**config.mk**
```make
export PLATFORM = sky130hd
export DESIGN_NAME = pipe_hazard_ctrl
export DESIGN_NICKNAME = d
export VERILOG_FILES = /design/src/rtl/mips_pipe_pkg.sv /design/src/rtl/md_lat_counter.sv /design/src/rtl/pipe_hazard_ctrl.sv
export SDC_FILE = /design/constraint.sdc
export NUM_CORES = 1
export LEC_CHECK = 0
export ABC_AREA = 1
export BUFFER_PORTS_ARGS = -buffer_cell sky130_fd_sc_hd__buf_4
export CAP_MARGIN = 20
export CORE_ASPECT_RATIO = 1.75
export CORE_MARGIN = 10
export CORE_UTILIZATION = 40
export CTS_BUF_LIST = sky130_fd_sc_hd__clkbuf_4
export CTS_CLUSTER_SIZE = 20
export DETAILED_ROUTE_END_ITERATION = 7
export PLACE_DENSITY = 0.76
export SYNTH_ARGS = -nofsm -noshare
export SYNTH_HDL_FRONTEND = slang
export SYNTH_SLANG_ARGS = --single-unit
```
**constraint.sdc**
```tcl
create_clock -name clk -period 3.4 [get_ports clk]
set_clock_uncertainty 0.05 [all_clocks]
set_input_delay 0.17 -clock clk [delete_from_list [all_inputs] [get_ports clk]]
set_output_delay 0.17 -clock clk [all_outputs]
set_load 0.005 [all_outputs]
```
**src/rtl/mips_pipe_pkg.sv**
```systemverilog
// Shared types and constants for the MIPS pipeline hazard controller.
// Optional stall counter in pipe_hazard_ctrl is enabled with STALL_CNT_EN.
package mips_pipe_pkg;
   typedef enum logic [1:0] {RUN = 2'd0, MD_BUSY = 2'd1, MD_DONE = 2'd2} pipe_state_t;

   typedef struct packed {
      logic pc_en;
      logic ifid_en;
      logic idex_en;
      logic ifid_flush;
      logic idex_flush;
      logic exmem_flush;
      logic md_busy;
      logic md_done;
   } pipe_ctrl_t;

   localparam logic [4:0] REG_ZERO   = 5'd0;
   localparam int         MD_LAT_DEF = 32;
   localparam int         MD_CNT_W   = 7;
endpackage

```
**src/rtl/md_lat_counter.sv**
```systemverilog
// Load/decrement down-counter timing the mult/div busy window.
module md_lat_counter #(
   parameter int W = 7
) (
   input  logic         clk,
   input  logic         reset,
   input  logic         load,
   input  logic         dec,
   input  logic [W-1:0] load_val,
   output logic         zero
);
   logic [W-1:0] cnt;

   always_ff @(posedge clk or negedge reset) begin
      if (!reset)                   cnt <= '0;
      else if (load)                cnt <= load_val;
      else if (dec && cnt != '0)    cnt <= cnt - W'(1);
   end

   assign zero = (cnt == '0);
endmodule

```
**src/rtl/pipe_hazard_ctrl.sv**
```systemverilog
// Stall/flush sequencer for the 5-stage pipeline: load-use, taken branch, mult/div freeze.
// Define STALL_CNT_EN to build the saturating stall-cycle counter.
module pipe_hazard_ctrl
   import mips_pipe_pkg::*;
#(
   parameter int REG_ADDR_W = 5,
   parameter int MD_LAT     = MD_LAT_DEF,
   parameter int CNT_W      = 32
) (
   input  logic                  clk,
   input  logic                  reset,
   input  logic [REG_ADDR_W-1:0] id_rs,
   input  logic [REG_ADDR_W-1:0] id_rt,
   input  logic                  id_branch_taken,
   input  logic                  ex_memread,
   input  logic [REG_ADDR_W-1:0] ex_rt,
   input  logic                  ex_md_start,
   output logic                  pc_en,
   output logic                  ifid_en,
   output logic                  ifid_flush,
   output logic                  idex_en,
   output logic                  idex_flush,
   output logic                  exmem_flush,
   output logic                  md_busy,
   output logic                  md_done,
   output logic [CNT_W-1:0]      stall_cycles
);
   pipe_state_t state_q, state_d;
   pipe_ctrl_t  ctrl_raw, ctrl_out;
   logic        live, active, load_use, md_load, md_dec, md_zero;

   // Outputs stay quiet until the first edge after reset release.
   always_ff @(posedge clk or negedge reset) begin
      if (!reset) live <= 1'b0;
      else        live <= 1'b1;
   end
   assign active = reset && live;

   assign load_use = ex_memread && (ex_rt != REG_ADDR_W'(REG_ZERO)) &&
                     ((ex_rt == id_rs) || (ex_rt == id_rt));

   md_lat_counter #(.W(MD_CNT_W)) u_md_cnt (
      .clk      (clk),
      .reset    (reset),
      .load     (md_load),
      .dec      (md_dec),
      .load_val (MD_CNT_W'(MD_LAT - 1)),
      .zero     (md_zero)
   );

   always_ff @(posedge clk or negedge reset) begin
      if (!reset) state_q <= RUN;
      else        state_q <= state_d;
   end

   always_comb begin
      state_d = RUN;
      md_load = 1'b0;
      md_dec  = 1'b0;
      case (state_q)
         MD_BUSY: begin
            md_dec  = 1'b1;
            state_d = md_zero ? MD_DONE : MD_BUSY;
         end
         MD_DONE: state_d = RUN;
         default: begin
            md_load = ex_md_start;
            state_d = ex_md_start ? MD_BUSY : RUN;
         end
      endcase
   end

   always_comb begin
      ctrl_raw         = '0;
      ctrl_raw.pc_en   = 1'b1;
      ctrl_raw.ifid_en = 1'b1;
      ctrl_raw.idex_en = 1'b1;
      case (state_q)
         MD_BUSY: begin
            ctrl_raw.pc_en       = 1'b0;
            ctrl_raw.ifid_en     = 1'b0;
            ctrl_raw.idex_en     = 1'b0;
            ctrl_raw.exmem_flush = 1'b1;
            ctrl_raw.md_busy     = 1'b1;
         end
         MD_DONE: ctrl_raw.md_done = 1'b1;
         default: begin
            // A mult/div start outranks the load-use stall; a stall defers the branch squash.
            if (load_use && !ex_md_start) begin
               ctrl_raw.pc_en      = 1'b0;
               ctrl_raw.ifid_en    = 1'b0;
               ctrl_raw.idex_flush = 1'b1;
            end else if (id_branch_taken) begin
               ctrl_raw.ifid_flush = 1'b1;
            end
         end
      endcase
   end

   assign ctrl_out    = active ? ctrl_raw : '0;
   assign pc_en       = ctrl_out.pc_en;
   assign ifid_en     = ctrl_out.ifid_en;
   assign ifid_flush  = ctrl_out.ifid_flush;
   assign idex_en     = ctrl_out.idex_en;
   assign idex_flush  = ctrl_out.idex_flush;
   assign exmem_flush = ctrl_out.exmem_flush;
   assign md_busy     = ctrl_out.md_busy;
   assign md_done     = ctrl_out.md_done;

`ifdef STALL_CNT_EN
   logic [CNT_W-1:0] stall_q;

   always_ff @(posedge clk or negedge reset) begin
      if (!reset)
         stall_q <= '0;
      else if (active && !ctrl_raw.pc_en && stall_q != '1)
         stall_q <= stall_q + CNT_W'(1);
   end
   assign stall_cycles = stall_q;
`else
   assign stall_cycles = '0;
`endif
endmodule

```
==> results of run 1 <==
-- routing by layer --
layer	global-route usage (%)	part of all wire (%)
met1	8.70	38
met2	15.5	49
met3	3.77	11
met4	3.77	1.2
met5	0	0
-- placed cells by master, fill, tap and decap left out, types with 3 or more instances in the layout --
cell type	synthesis	routed
sky130_fd_sc_hd__conb_1	2	33
sky130_fd_sc_hd__nand2_1	30	30
sky130_fd_sc_hd__buf_4	34	27
sky130_fd_sc_hd__inv_1	24	24
sky130_fd_sc_hd__nor2_1	16	16
sky130_fd_sc_hd__dfrtp_1	10	10
sky130_fd_sc_hd__nand3_1	8	8
sky130_fd_sc_hd__inv_2	4	4
sky130_fd_sc_hd__o21ai_1	4	4
sky130_fd_sc_hd__o21ai_0	3	3
sky130_fd_sc_hd__nor3_1	3	3
sky130_fd_sc_hd__a21oi_1	3	3
sky130_fd_sc_hd__ha_1	3	3
sky130_fd_sc_hd__clkbuf_4	0	3
-- what timing repair did --
item	in CTS	in global routing
gates resized for setup	0	0
buffers inserted	0	0
endpoints found under the hold margin	10	0
hold buffers	1	0
-- area by class of cell --
type	instances	area (um^2)
multi-input cells	115	549
flip-flops and latches	10	250
clock inverters	1	3.75
clock buffers	3	22.5
inverters	28	105
well taps	26	32.5
fillers	274	1320
repair buffers	28	213
-- report_power, final --
| part | total, mW | internal (mW) | switching (mW) |
|---|---|---|---|
| clock | 0.0817 | 0.0423 | 0.0394 |
| combinational | 0.0546 | 0.0244 | 0.0302 |
| sequential | 0.120 | 0.120 | 0.000139 |
| total | 0.256 | 0.186 | 0.0697 |
-- kinds of logic after synthesis --
logic type      Yosys count  share of synthesized area [%]
fa+ha+maj                 3                           3.60
buf+inv                  62                           34.5
other cells               2                          0.720
simple gates             66                           29.9
xor+xnor                  2                           1.68
flops                    10                           24.0
compound gates           11                           5.63
-- registers in the layout, summed over array words and instances (netlist names) --
register	count
state_q	2
live	1
u_md_cnt.cnt	7
-- cell usage after synthesis (3+ instances only) --
master                     n
sky130_fd_sc_hd__buf_4    34
sky130_fd_sc_hd__nand2_1  30
sky130_fd_sc_hd__inv_1    24
sky130_fd_sc_hd__nor2_1   16
sky130_fd_sc_hd__dfrtp_1  10
sky130_fd_sc_hd__nand3_1   8
sky130_fd_sc_hd__inv_2     4
sky130_fd_sc_hd__o21ai_1   4
sky130_fd_sc_hd__a21oi_1   3
sky130_fd_sc_hd__ha_1      3
sky130_fd_sc_hd__nor3_1    3
sky130_fd_sc_hd__o21ai_0   3
-- metrics by stage --
stage                     setup slack (ns)  util [%]
after floorplan                       2.10         -
after global placement                1.99      45.7
after detailed placement              1.95      45.7
after CTS                             1.65      47.2
after global routing                  1.48      47.2
final                                 1.67      47.2
-- tightest hold or removal path, cell delays in order --
cell and delay (ns):
sky130_fd_sc_hd__buf_4 0.08, sky130_fd_sc_hd__nand2_1 0.13, sky130_fd_sc_hd__nand3_1 0.12
-- worst paths after layout --
path / from / end / slack, ns / cells past startpoint
worst min register to register: u_md_cnt.cnt[1] / u_md_cnt.cnt[1] / 0.49 / 2
worst min-delay path: ex_md_start / u_md_cnt.cnt[4] / 0.21 / 3
worst max-delay path: state_q[0] / ifid_flush / 1.67 / 7
worst max register to register: state_q[0] / u_md_cnt.cnt[1] / 2.00 / 6
min in group asynchronous: reset / u_md_cnt.cnt[0] / 0.22 / 2
max in group asynchronous: reset / u_md_cnt.cnt[1] / 2.93 / 2
==> metrics, run 1 <==
signed area change from the synthesized netlist to the final layout 12.7%; standard cell area after detailed placement 1140 um^2; unique cell type count in the Yosys netlist 22; area inside the core boundary 2490 um^2; die height 87.6 um; Root Buffer sky130_fd_sc_hd__clkbuf_4; via count of the first global-routing pass 888; number of register bits inferred by synthesis 10; post-detailed-route wirelength per cell 10.8 um; PnR Total Power 0.256 mW; standard-cell row count 24; worst slack on hold paths 0.214 ns; Avg Inst Size Synth 6.69 um^2; net count reported at finish 209; DIE AREA 5130 um^2; slowest stage cell on the critical path sky130_fd_sc_hd__dfrtp_1; Starting Density 41.9%; residual DRC count 0; number of antenna violations at the first check in global routing 0; cell seen most often among critical-path stages sky130_fd_sc_hd__inv_1; global-route wire length before repair 3.73 mm; horizontal extent of the die 58.6 um; number of buffer and inverter instances along the worst setup path 3; post-synthesis instance area 1040 um^2; cell breakdown of the critical path inv_1, ha_1, inv_1, nor2_1, nand2_1, a21oi_1, buf_4; aggregate global-route resource usage 8.82%; Leakage 0.727 nW; unrepaired setup endpoints after global routing false; final-report setup violation count 0; timing-limited maximum frequency 579 MHz; overflow left after global routing 0; Final Hold Fails 0; fraction of final layout cells with drive strength greater than 1 21.6%; status finished clean; clock buffers created by TritonCTS 3; cell count after placement 206; Final Cell Area 1180 um^2; GP Congestion 0.771; Primary FF master, synth sky130_fd_sc_hd__dfrtp_1; initial DRC count 16; final cell count without fillers 211; clock latency on the worst-skew pair 0.27 ns; Yosys top cell area share 24.5%; maximum single-stage delay on the critical path 0.35 ns; Worst Setup Path Type flop to output pin; top cells by area, synth sky130_fd_sc_hd__buf_4 (24%), sky130_fd_sc_hd__dfrtp_1 (24%), sky130_fd_sc_hd__nand2_1 (11%); maximum fanout along the worst path 5; register area share after synthesis 24.0%; vias 905; final number of max-transition violations 0; proportion of synthesized flip-flops having asynchronous set or reset 100%; Period Utilization, post-route 50.8%; boundary pin count 60; post-synthesis cell count 156; startpoint type of the worst setup path flop; required time reported for the critical path endpoint 3.18 ns; maximum number of pins on one net before global-route repair 12; buffers added on ports 27; number of nets with antenna violations after routing 0; clk slew on worst S/H paths 0.07 ns; cell taking the most area after synthesis sky130_fd_sc_hd__buf_4; total of warnings raised by yosys 0; sum of net half-perimeters after detailed placement 1.96 mm; Max-Cap Viols 0; H-tree lvl count 1; data arrival time of the critical path 1.51 ns; worst vdd ir 0.000189 V; Hold Path Class input pin to flop; antenna cell count 0; number of search-and-repair iterations in the first detailed-routing pass 4; type of destination of the critical path output pin; setup tns final 0 ns; Worst path top cell family by delay flip-flops; crit path time final 1.73 ns; per-cell via count in the routed design 4.29; clock tree from TritonCTS yes; final wirelength 2.28 mm; Post-synth EDFFs 0; sinks on the clock net 10; power per standard cell area 218 nW/um^2; Max Root-Sink Buffers 2
Note: power is estimated with default switching activity, not from simulation.
==> inputs of run 2 (changes only) <==
Settings changed: ABC_AREA 1 to 0, CORE_UTILIZATION 40 to 39, PLACE_DENSITY 0.76 to 0.79.
Clock period 3.4 ns to 1.45 ns, I/O delays scaled along.
==> metrics, run 2 <==
status finished, violations left; failing checks negative setup slack; Most flops, register u_md_cnt.cnt; DIE AREA 4870 um^2; Hold Path Class input pin to flop; vias 816; depth of the most critical reg-to-reg path 6; Starting Density 41.1%; worst slew pin tran 0.628 ns; GP Congestion 0.860; standard cell area after detailed placement 1110 um^2; cell with the most instances after synthesis sky130_fd_sc_hd__buf_4; via count of the first global-routing pass 889; worst vdd ir 0.000399 V; relative slew slack 58.0%; Worst Setup Path Type flop to output pin; maximum number of pins on one net before global-route repair 11; die height 85.2 um; data arrival time of the critical path 1.53 ns; clock buffers created by TritonCTS 3; post-synthesis instance area 946 um^2; standard-cell row count 23; boundary pin count 60; Max-Cap Viols 0; buffers added on ports 27; initial DRC count 19; setup slack, reg-to-reg -0.20 ns; largest registers in the final layout u_md_cnt.cnt x7, state_q x2, live x1; commonest cells after routing, fill and taps aside sky130_fd_sc_hd__buf_4 (38), sky130_fd_sc_hd__conb_1 (33), sky130_fd_sc_hd__xnor2_1 (11); residual DRC count 0; sum of net half-perimeters after detailed placement 2.08 mm; Largest register FFs 7; H-tree lvl count 1; post-placement worst setup slack -0.248 ns; Final Cell Area 1340 um^2; net count reported at finish 178; clock latency on the worst-skew pair 0.27 ns; Root Buffer sky130_fd_sc_hd__clkbuf_4; Yosys top cell area share 27.0%; top cells by area, synth sky130_fd_sc_hd__buf_4 (27%), sky130_fd_sc_hd__dfrtp_1 (26%), sky130_fd_sc_hd__xnor2_1 (10%); antenna cell count 0; Avg Inst Size Synth 8.68 um^2; number of search-and-repair iterations in the first detailed-routing pass 4; sinks on the clock net 10; unrepaired setup endpoints after global routing true; Max Root-Sink Buffers 2; hold path cells 4; type of destination of the critical path output pin; fraction of final layout cells with drive strength greater than 1 46.4%; power per standard cell area 453 nW/um^2; hold wc startpoint ex_md_start; aggregate global-route resource usage 10.4%; area inside the core boundary 2300 um^2; final number of max-transition violations 0; clk slew on worst S/H paths 0.06 ns; unique cell type count in the Yosys netlist 28; Primary FF master, synth sky130_fd_sc_hd__dfrtp_1; signed area change from the synthesized netlist to the final layout 41.1%; timing-limited maximum frequency 604 MHz; required time reported for the critical path endpoint 1.33 ns; horizontal extent of the die 57.2 um; most frequent standard cell in the layout excluding fill and tap cells sky130_fd_sc_hd__buf_4; Post-synth EDFFs 0; worst min-delay path endpoint u_md_cnt.cnt[4]; total of warnings raised by yosys 0; setup tns final -2.06 ns; cell taking the most area after synthesis sky130_fd_sc_hd__buf_4; final-report setup violation count 15; worst reg2reg endpoint u_md_cnt.cnt[0]; final-layout fill cell count 204; commonest cells in the netlist sky130_fd_sc_hd__buf_4 (34), sky130_fd_sc_hd__nand2_1 (11), sky130_fd_sc_hd__xnor2_1 (11); startpoint type of the worst setup path flop; clock tree from TritonCTS yes; per-cell via count in the routed design 4.58; launch instance of the worst register-to-register path u_md_cnt.cnt[0]; number of nets with antenna violations after routing 0; number of register bits inferred by synthesis 10; Leakage 0.620 nW; proportion of synthesized flip-flops having asynchronous set or reset 100%; final wirelength 2.79 mm; worst setup margin -0.205 ns; Final Hold Fails 0; overflow left after global routing 0; register area share after synthesis 26.5%; Final Core Density 58.0%; maximum fanout along the worst path 3; number of antenna violations at the first check in global routing 0; Period Utilization, post-route 114%; post-detailed-route wirelength per cell 15.6 um; post-synthesis cell count 109; crit path time final 1.65 ns; global-route wire length before repair 4.10 mm
[run 2: cell count changes after synthesis, moves of 3 or more]
cell                      change
sky130_fd_sc_hd__nand3_1      -6
sky130_fd_sc_hd__nand2_1     -19
sky130_fd_sc_hd__nor2_1      -13
sky130_fd_sc_hd__and3_1       +3
sky130_fd_sc_hd__inv_2        -4
sky130_fd_sc_hd__xnor2_1      +9
sky130_fd_sc_hd__o21ai_1      -4
sky130_fd_sc_hd__inv_1       -20
[run 2: worst max-delay path by stage]
stage                                from               to  depth (start not counted)
after floorplan           u_md_cnt.cnt[1]  u_md_cnt.cnt[2]                          7
after global placement    u_md_cnt.cnt[1]  u_md_cnt.cnt[2]                          6
after detailed placement  u_md_cnt.cnt[1]  u_md_cnt.cnt[3]                          6
after CTS                 u_md_cnt.cnt[1]  u_md_cnt.cnt[3]                          6
after global routing      u_md_cnt.cnt[0]  u_md_cnt.cnt[3]                          6
final                          state_q[1]          ifid_en                          5
[run 2: metrics by stage]
stage,instances,power (mW),hold WS (ns)
finish,178,0.605,0.117
global route,178,0.629,0.132
CTS,175,0.595,0.111
detailed placement,166,0.405,-0.129
global placement,166,0.402,-0.130
floorplan,140,0.405,-0.273
[run 2: cell families after synthesis]
logic type               synth area share [%]
buffers and inverters                    29.8
AND/OR/NAND/NOR                          15.7
AO/OA/AOI/OAI                            11.2
XOR/XNOR                                 12.0
flip-flops                               26.5
adder cells (fa/ha/maj)                  3.97
other                                   0.794
[run 2: cell type report]
type | instances | area (um^2) | share of cell area [%]
well taps | 25 | 31.3 | 2.34
flip-flops and latches | 10 | 250 | 18.7
multi-input cells | 91 | 653 | 48.9
repair buffers | 45 | 363 | 27.2
clock buffers | 3 | 22.5 | 1.69
inverters | 4 | 15.0 | 1.12
[run 2: timing repair]
action,in CTS,in global routing
endpoints found under the setup margin,15,15
setup buffers,5,4
hold buffers,1,0
gates resized for setup,11,19
hold endpoints to repair,10,0
pin swaps,6,3
[run 2: worst max-delay path, stage by stage (launching register included)]
cell and delay [ns]:
sky130_fd_sc_hd__dfrtp_1 0.41, sky130_fd_sc_hd__ha_4 0.29, sky130_fd_sc_hd__and3_4 0.20, sky130_fd_sc_hd__nor2_4 0.04, sky130_fd_sc_hd__a31oi_4 0.17, sky130_fd_sc_hd__buf_4 0.14
[run 2: power breakdown]
group          leakage [nW]  internal (mW)  switching, mW
Combinational         0.488         0.0650         0.0676
Sequential            0.118          0.280        0.00159
Clock                0.0138         0.0960         0.0942
Total                 0.620          0.441          0.163
[run 2: layer usage]
layer,GRT usage (%),up-vias,part of all wire [%]
met1,9.97,362,36
li1,-,387,-
met3,3.13,8,9.1
met2,18.9,59,52
met4,5.15,0,2.7
met5,0,-,0
